==> src/rtl/execute_mdu.sv <==
// RV32IM execute stage: single-cycle ALU/branch/memory-request decode plus an iterative multiply/divide unit.
// Latency: one cycle for ALU ops, 32/ITER_BITS cycles for M ops; upstream is stalled while the output slot is blocked or the M unit is busy.
module execute_mdu #(
    parameter int M_EXT     = 1,
    parameter int ITER_BITS = 1
) (
    input  logic        clk,
    input  logic        rst,
    input  logic        flush_i,
    input  logic        valid_i,
    output logic        ready_o,
    output logic        valid_ro,
    input  logic        ready_i,
    input  logic [31:0] pc_i,
    input  logic [31:0] inst_i,
    input  logic [31:0] r0data_i,
    input  logic [31:0] r1data_i,
    output logic [31:0] pc_ro,
    output logic [31:0] inst_ro,
    output logic [31:0] r0data_ro,
    output logic [31:0] r1data_ro,
    output logic [31:0] result_ro,
    output logic        busy_o,
    output logic [31:0] jumpaddr_o,
    output logic        jumptaken_o,
    output logic [31:0] datamemaddr_o,
    output logic [31:0] datamemdata_o,
    output logic        datamemwrite_o,
    output logic [1:0]  datamemwidth_o
);
    localparam int N = 32 / ITER_BITS;
    localparam logic [4:0] CNT_LAST = 5'(N - 1);

    localparam logic [6:0] OPC_LUI    = 7'b0110111;
    localparam logic [6:0] OPC_AUIPC  = 7'b0010111;
    localparam logic [6:0] OPC_JAL    = 7'b1101111;
    localparam logic [6:0] OPC_JALR   = 7'b1100111;
    localparam logic [6:0] OPC_BRANCH = 7'b1100011;
    localparam logic [6:0] OPC_LOAD   = 7'b0000011;
    localparam logic [6:0] OPC_STORE  = 7'b0100011;
    localparam logic [6:0] OPC_OPIMM  = 7'b0010011;
    localparam logic [6:0] OPC_OP     = 7'b0110011;

    typedef enum logic {IDLE, CALC} state_t;

    state_t      state;
    logic [4:0]  cnt;
    logic [63:0] acc;

    logic [6:0]  opcode;
    logic [2:0]  funct3;
    logic [6:0]  funct7;
    logic        alt;
    logic [31:0] imm_i, imm_s, imm_b, imm_u, imm_j;

    assign opcode = inst_i[6:0];
    assign funct3 = inst_i[14:12];
    assign funct7 = inst_i[31:25];
    assign alt    = (funct7 == 7'b0100000);
    assign imm_i  = {{20{inst_i[31]}}, inst_i[31:20]};
    assign imm_s  = {{20{inst_i[31]}}, inst_i[31:25], inst_i[11:7]};
    assign imm_b  = {{19{inst_i[31]}}, inst_i[31], inst_i[7], inst_i[30:25], inst_i[11:8], 1'b0};
    assign imm_u  = {inst_i[31:12], 12'b0};
    assign imm_j  = {{11{inst_i[31]}}, inst_i[31], inst_i[19:12], inst_i[20], inst_i[30:21], 1'b0};

    function automatic logic [31:0] alu(input logic [2:0] f3, input logic sub_sra,
                                        input logic [31:0] a, input logic [31:0] b);
        logic [31:0] r;
        case (f3)
            3'b000: r = sub_sra ? a - b : a + b;
            3'b001: r = a << b[4:0];
            3'b010: r = {31'b0, $signed(a) < $signed(b)};
            3'b011: r = {31'b0, a < b};
            3'b100: r = a ^ b;
            3'b101: begin
                if (sub_sra) r = $signed(a) >>> b[4:0];
                else         r = a >> b[4:0];
            end
            3'b110: r = a | b;
            default: r = a & b;
        endcase
        return r;
    endfunction

    // Operand signedness of the M ops: MULHSU treats only rs1 as signed, the U forms neither.
    function automatic logic a_signed(input logic [2:0] f3);
        return f3[2] ? ~f3[0] : (f3[1:0] != 2'b11);
    endfunction

    function automatic logic b_signed(input logic [2:0] f3);
        return f3[2] ? ~f3[0] : ~f3[1];
    endfunction

    logic [31:0] res;
    logic [31:0] target;
    logic        take;
    logic        m_op;
    logic        store_ok;
    logic        accept;

    always_comb begin
        res      = 32'hFFFFFFFF;
        target   = pc_i + imm_b;
        take     = 1'b0;
        m_op     = 1'b0;
        store_ok = 1'b0;
        case (opcode)
            OPC_LUI:   res = imm_u;
            OPC_AUIPC: res = pc_i + imm_u;
            OPC_JAL: begin
                res    = pc_i + 32'd4;
                take   = 1'b1;
                target = pc_i + imm_j;
            end
            OPC_JALR: begin
                if (funct3 == 3'b000) begin
                    res    = pc_i + 32'd4;
                    take   = 1'b1;
                    target = (r0data_i + imm_i) & ~32'd1;
                end
            end
            OPC_BRANCH: begin
                if (funct3[2:1] != 2'b01) begin
                    res = 32'd0;
                    case (funct3)
                        3'b000:  take = (r0data_i == r1data_i);
                        3'b001:  take = (r0data_i != r1data_i);
                        3'b100:  take = ($signed(r0data_i) <  $signed(r1data_i));
                        3'b101:  take = ($signed(r0data_i) >= $signed(r1data_i));
                        3'b110:  take = (r0data_i <  r1data_i);
                        default: take = (r0data_i >= r1data_i);
                    endcase
                end
            end
            OPC_LOAD: begin
                if (funct3 != 3'b011 && funct3 != 3'b110 && funct3 != 3'b111)
                    res = r0data_i + imm_i;
            end
            OPC_STORE: begin
                if (funct3[2] == 1'b0 && funct3[1:0] != 2'b11) begin
                    res      = r0data_i + imm_s;
                    store_ok = 1'b1;
                end
            end
            OPC_OPIMM: begin
                if (funct3 == 3'b001) begin
                    if (funct7 == 7'b0) res = alu(funct3, 1'b0, r0data_i, imm_i);
                end else if (funct3 == 3'b101) begin
                    if (funct7 == 7'b0 || alt) res = alu(funct3, alt, r0data_i, imm_i);
                end else begin
                    res = alu(funct3, 1'b0, r0data_i, imm_i);
                end
            end
            OPC_OP: begin
                if (funct7 == 7'b0000001) begin
                    m_op = (M_EXT != 0);
                end else if (funct7 == 7'b0 || (alt && (funct3 == 3'b000 || funct3 == 3'b101))) begin
                    res = alu(funct3, alt, r0data_i, r1data_i);
                end
            end
            default: res = 32'hFFFFFFFF;
        endcase
    end

    assign ready_o        = (state == IDLE) & (~valid_ro | ready_i) & ~flush_i;
    assign accept         = valid_i & ready_o;
    assign busy_o         = (state == CALC);
    assign jumpaddr_o     = target;
    assign jumptaken_o    = accept & take;
    assign datamemaddr_o  = r0data_i + ((opcode == OPC_STORE) ? imm_s : imm_i);
    assign datamemdata_o  = r1data_i;
    assign datamemwrite_o = accept & store_ok;
    assign datamemwidth_o = funct3[1:0];

    // Iterative unit works on magnitudes; operands come from the latched slot registers.
    logic [2:0]  m_f3;
    logic        a_neg, b_neg;
    logic [31:0] a_mag_in, b_mag;
    logic [63:0] acc_nx, prod;
    logic [32:0] t, s;
    logic        qb;
    logic [31:0] quo, rem, m_res;

    assign m_f3     = inst_ro[14:12];
    assign a_neg    = a_signed(m_f3) & r0data_ro[31];
    assign b_neg    = b_signed(m_f3) & r1data_ro[31];
    assign b_mag    = b_neg ? -r1data_ro : r1data_ro;
    assign a_mag_in = (a_signed(funct3) & r0data_i[31]) ? -r0data_i : r0data_i;

    always_comb begin
        acc_nx = acc;
        t      = 33'd0;
        s      = 33'd0;
        qb     = 1'b0;
        for (int k = 0; k < ITER_BITS; k++) begin
            if (m_f3[2]) begin
                // acc = {remainder, dividend bits shifting out / quotient bits shifting in}
                t  = {acc_nx[63:32], acc_nx[31]};
                qb = (t >= {1'b0, b_mag});
                if (qb) t = t - {1'b0, b_mag};
                acc_nx = {t[31:0], acc_nx[30:0], qb};
            end else begin
                s      = {1'b0, acc_nx[63:32]} + (acc_nx[0] ? {1'b0, b_mag} : 33'd0);
                acc_nx = {s, acc_nx[31:1]};
            end
        end
    end

    assign prod = (a_neg ^ b_neg) ? -acc_nx : acc_nx;
    assign quo  = (a_neg ^ b_neg) ? -acc_nx[31:0] : acc_nx[31:0];
    assign rem  = a_neg ? -acc_nx[63:32] : acc_nx[63:32];

    always_comb begin
        case (m_f3)
            3'b000:         m_res = prod[31:0];
            3'b100, 3'b101: m_res = (r1data_ro == 32'd0) ? 32'hFFFFFFFF : quo;
            3'b110, 3'b111: m_res = (r1data_ro == 32'd0) ? r0data_ro : rem;
            default:        m_res = prod[63:32];
        endcase
    end

    always_ff @(posedge clk or posedge rst) begin
        if (rst) begin
            state     <= IDLE;
            cnt       <= 5'd0;
            acc       <= 64'd0;
            valid_ro  <= 1'b0;
            pc_ro     <= 32'd0;
            inst_ro   <= 32'd0;
            r0data_ro <= 32'd0;
            r1data_ro <= 32'd0;
            result_ro <= 32'd0;
        end else if (flush_i) begin
            state    <= IDLE;
            cnt      <= 5'd0;
            valid_ro <= 1'b0;
        end else if (state == CALC) begin
            acc <= acc_nx;
            cnt <= cnt + 5'd1;
            if (cnt == CNT_LAST) begin
                result_ro <= m_res;
                valid_ro  <= 1'b1;
                state     <= IDLE;
                cnt       <= 5'd0;
            end
        end else if (accept) begin
            pc_ro     <= pc_i;
            inst_ro   <= inst_i;
            r0data_ro <= r0data_i;
            r1data_ro <= r1data_i;
            if (m_op) begin
                valid_ro <= 1'b0;
                state    <= CALC;
                cnt      <= 5'd0;
                acc      <= {32'd0, a_mag_in};
            end else begin
                valid_ro  <= 1'b1;
                result_ro <= res;
            end
        end else if (ready_i) begin
            valid_ro <= 1'b0;
        end
    end
endmodule
==> config.mk <==
export PLATFORM = sky130hd
export DESIGN_NAME = execute_mdu
export DESIGN_NICKNAME = d
export VERILOG_FILES = /design/src/rtl/execute_mdu.sv
export SDC_FILE = /design/constraint.sdc
export NUM_CORES = 2
export LEC_CHECK = 0
export BUFFER_PORTS_ARGS = -buffer_cell sky130_fd_sc_hd__buf_2
export CORE_AREA = 3 3 260 517
export CTS_BUF_LIST = sky130_fd_sc_hd__clkbuf_4 sky130_fd_sc_hd__clkbuf_8
export CTS_CLUSTER_SIZE = 25
export DETAILED_ROUTE_END_ITERATION = 12
export DIE_AREA = 0 0 263 520
export SLEW_MARGIN = 30
export SYNTH_ARGS = -nofsm -noshare
export SYNTH_HDL_FRONTEND = slang
export SYNTH_SLANG_ARGS = --single-unit
==> constraint.sdc <==
create_clock -name clk -period 15.35 [get_ports clk]
set_input_delay 3.07 -clock clk [delete_from_list [all_inputs] [get_ports clk]]
set_output_delay 3.07 -clock clk [all_outputs]
set_load 0.05 [all_outputs]
==> run_results.csv, run 1 <==
group,metric,value,unit
synth,yosysTopAreaCellShare,13.9,%
cts,clockBufferDepth,3,
floorplanning,pin_count,396,
synth,syn_avg_cell_area,7.22,sq um
floorplanning,die_h,520,um
synth,synth_top_area_cell,"dfrtp_1",
cts,cts_buffers,43,
floorplanning,start_util,31.7,%
status,tool.error,"[ERROR GRT-0116] Global routing finished with congestion. Check the congestion regions in the DRC Viewer.",
grt,grt_usage,50.8,%
synth,synth_edf_count,0,
placement,gp_congestion,1.15,
cts,postCtsHoldBufs,0,
cts,clock-sinks,231,
synth,synthesis.area,0.0417,sq mm
cts,cts_root_buf,"clkbuf_8",
status,status,"aborted with a tool error",
synth,ys_seq_elements,231,
synth,ys_seq_area_share,13.9,%
grt,grt_pass1_vias,56261,
placement,dpl_cell_area,0.0459,sq mm
placement,numPortBuffers,395,
cts,cts_resized,0,
placement,place_hpwl,264000,um
synth,async_reset_ff_share,100,%
floorplanning,die_w,263,um
status,haltStage,"5_1_grt",
synth,synth.distinct_cells,117,
cts,htree_levels,2,
synth,ys_warn_count,0,
grt,grt_pass1_wl,489000,um
cts,post-cts-setup-buffer-count,0,
synth,ys.flop_type,"dfrtp_1",
grt,grt_max_degree,161,
synth,synth_fp_nets,6240,
grt,grt_overflow_total,1,
synth,netlist_instances,5769,
floorplanning,placementRows,188,
synth,ys_top_cells_by_area,"dfrtp_1 (14%), ha_1 (9.9%), o21ai_0 (7.6%)",
[synth_stat cells, types with 70 or more instances]
library cell	instances
a21o_1	86
a21oi_1	605
a31oi_1	75
clkbuf_1	331
dfrtp_1	231
ha_1	328
inv_1	204
mux2i_1	159
mux4_2	85
nand2_1	535
nand3_1	95
nor2_1	576
nor3_1	124
o211ai_1	70
o21ai_0	629
xnor2_1	215
xor2_1	125
[metrics by stage]
stage / setup slack, ns / util [%] / instances / hold WS, ns
4_1_cts: 4.19 / 35.6 / 7722 / 0.483
3_5_place_dp: 4.20 / 34.9 / 7650 / 0.470
3_3_place_gp: 4.17 / 34.9 / 7649 / 0.463
2_1_floorplan: 4.19 / - / 5769 / 0.465
[layer usage]
metal,GRT overflow,GRT usage (%)
met3,0,22.7
met4,1,62.2
met1,0,45.5
met5,0,1.93
met2,0,77.8
[cells by family after synthesis]
group | synth area share [%]
compound gates | 32.9
xor+xnor | 7.15
fa+ha+maj | 10.3
buf+inv | 6.60
flops | 13.9
mux | 10.1
simple gates | 19.1
==> inputs of run 2 (changes only) <==
Settings changed: CORE_AREA 3 3 260 517 to 3 3 461 463, CTS_BUF_LIST sky130_fd_sc_hd__clkbuf_4 sky130_fd_sc_hd__clkbuf_8 to unset, CTS_CLUSTER_SIZE 25 to unset, DIE_AREA 0 0 263 520 to 0 0 464 466, PLACE_DENSITY_LB_ADDON set to 0.15.
==> run_results.csv, run 2 <==
group,metric,value,unit
grt,grt_overflow_total,0,
drt,final_antenna_net_count,0,
power,power.density,86.2,mW/mm^2
synth,netlist_instances,5769,
timing,setup_tns,0,ns
floorplanning,die_w,464,um
worst_hold_path,whs_path_depth,2,
worst_hold_path,hold_end,"inst_ro[8]",
worst_setup_path,cp_max_fo,48,
synth,synth_top_area_cell,"dfrtp_1",
timing,max_freq,84.0,MHz
power,p_total,0.00414,W
timing,maxSlewViolCount,0,
placement,dpl_cell_area,0.0468,sq mm
drt,firstDrtPassIters,7,
final_layout,final_cell_mix,"o21ai_0 (624), a21oi_1 (604), nor2_1 (570)",
final_layout,final_common_cell,"o21ai_0",
status,status,"finished clean",
drt,wire_per_inst,34.5,um
synth,async_reset_ff_share,100,%
power,ir_drop,0.0743,mV
cts,htree_levels,2,
worst_setup_path,path_cells,"buf_2, buf_4, inv_2, buf_4, ha_1, nand2_1, nor3_1, nand2_1, nor3_1, a21oi_1, xor2_1, o32ai_1, a31oi_1, o211ai_1, or2_2, buf_2",
worst_setup_path,end_kind,"output port",
timing,period_needed,11.90,ns
synth,syn_avg_cell_area,7.22,sq um
worst_hold_path,timing.hold.worst.class,"reg2reg",
cts,clock-sinks,231,
final_layout,fill_cells,23690,
power,leakage,19.8,nW
timing,whs,0.470,ns
cts,postCtsHoldBufs,0,
final_layout,final_area,0.0480,sq mm
synth,yosysTopAreaCellShare,13.9,%
floorplanning,placeableCoreArea,0.209,sq mm
final_layout,regMostFlops,"acc",
floorplanning,die_area,0.216,sq mm
floorplanning,die_h,466,um
worst_setup_path,cp_data_arrival_time,8.83,ns
worst_setup_path,path_class,"in2out",
synth,ys.flop_type,"dfrtp_1",
placement,gp_congestion,1.02,
final_layout,fin_nets,6407,
floorplanning,pin_count,396,
synth,synth.distinct_cells,117,
final_layout,drive_gt1_share,15.6,%
synth,ys_seq_area_share,13.9,%
synth,synthesis.area,0.0417,sq mm
timing,slew_headroom,24.4,%
floorplanning,start_util,19.9,%
synth,synth_edf_count,0,
timing,finalHoldViolCount,0,
worst_setup_path,r2r_cells,27,
grt,grt_max_degree,179,
worst_setup_path,r2r_start,"r1data_ro[3]",
synth,synth_fp_nets,6240,
timing,min_period_over_period,77.6,%
cts,clkTransAtPathRegs,0.05,ns
placement,numPortBuffers,395,
cts,post-cts-setup-buffer-count,0,
floorplanning,placementRows,168,
timing,worstMarginPinSlew,1.12,ns
cts,cts_root_buf,"clkbuf_16",
timing,rsz0062_at_grt,"false",
cts,cts_resized,0,
drt,first_iter_violations,6020,
worst_setup_path,cpPeakStageDelay,0.84,ns
grt,antenna_found_initial,35,
cts,clkLatencyLatePin,0.64,ns
worst_setup_path,ff2ff_setup_slack,6.29,ns
grt,grt_pass1_wl,409000,um
drt,wirelength,303000,um
timing,setup_viol,0,
worst_hold_path,hold_start,"inst_ro[8]",
synth,ys_warn_count,0,
drt,route.detailed.drc,0,
grt,grt_usage,26.7,%
grt,grt_pass1_vias,46856,
timing,skew,0.0563,ns
synth,synth.most_common_cell,"o21ai_0",
cts,clockBufferDepth,3,
drt,via_count,50012,
cts,cts_buffers,35,
synth,ys_seq_elements,231,
synth,synth_commonest_cells,"o21ai_0 (629), a21oi_1 (605), nor2_1 (576)",
drt,via_per_inst,5.70,
placement,place_hpwl,241000,um
worst_setup_path,start_kind,"input port",
final_layout,syn_to_final_growth,15.3,%
job,maxCapViolCount,0,
worst_setup_path,cp.required,12.28,ns
cts,cts_tree,"done",
synth,ys_top_cells_by_area,"dfrtp_1 (14%), ha_1 (9.9%), o21ai_0 (7.6%)",
worst_setup_path,timing.rr.end,"result_ro[28]",
worst_setup_path,crit_slowest_cell,"ha_1",
final_layout,largest_reg_flops,64,
==> run 2: cell counts after synthesis <==
No cell type changed its count.
==> run 2: worst max-delay path by stage <==
stage                     start  slack, ns        endpoint
floorplan           r1data_i[2]       4.19     jumptaken_o
CTS                  inst_i[31]       3.69  jumpaddr_o[30]
finish               inst_i[31]       3.45  jumpaddr_o[30]
global route         inst_i[31]       3.32  jumpaddr_o[30]
detailed placement   inst_i[31]       3.70  jumpaddr_o[30]
global placement     inst_i[31]       3.75  jumpaddr_o[30]
==> run 2: area by class of cell <==
type	count	area, sq um	area share [%]
diodes	11	27.5	0.0573
clock buffers	48	965	2.01
clock inverters	16	186	0.388
inverters	213	807	1.68
multi-input cells	4864	33300	69.3
flip-flops and latches	231	5780	12.0
well taps	2805	3510	7.30
repair buffers	591	3470	7.23
==> run 2: cell families after synthesis <==
kind of cell / Yosys count / synth area share [%]
XOR/XNOR: 340 / 7.15
AO/OA/AOI/OAI: 2158 / 32.9
buffers and inverters: 674 / 6.60
AND/OR/NAND/NOR: 1722 / 19.1
adder cells (fa/ha/maj): 338 / 10.3
flip-flops: 231 / 13.9
multiplexers: 306 / 10.1
==> run 2: through the flow <==
step	cells	util (%)	setup WS, ns
floorplan	5769	-	4.19
global placement	8704	22.4	3.75
detailed placement	8704	22.4	3.70
CTS	8768	23.0	3.69
global route	8768	23.0	3.32
finish	8779	23.0	3.45
==> run 2: routing by layer <==
metal / up-vias / share of wire, % / global-route usage, %
met4: 4 / 6.7 / 15.3
met2: 2776 / 43 / 41.2
met1: 24946 / 42 / 35.1
met5: - / 0.0089 / 0
li1: 21679 / - / -
met3: 607 / 7.6 / 4.46
==> run 2: power by group <==
part           switching (W)  total (W)  leakage, nW  internal, W
sequential          0.000125   0.000797         2.88     0.000672
clock               0.000376   0.000857        0.564     0.000481
combinational        0.00181    0.00249         16.4     0.000677
total                0.00231    0.00414         19.8      0.00183
==> run 2: worst max-delay path: cells and delay by family <==
family,cells,cell delay (ns)
and+or+nand+nor,5,1.82
buffers and inverters,5,1.79
adders and majority gates,1,0.84
xor gates and xnor gates,1,0.52
AOI/OAI and AO/OA,4,0.72
Note: power is estimated with default switching activity, not from simulation.
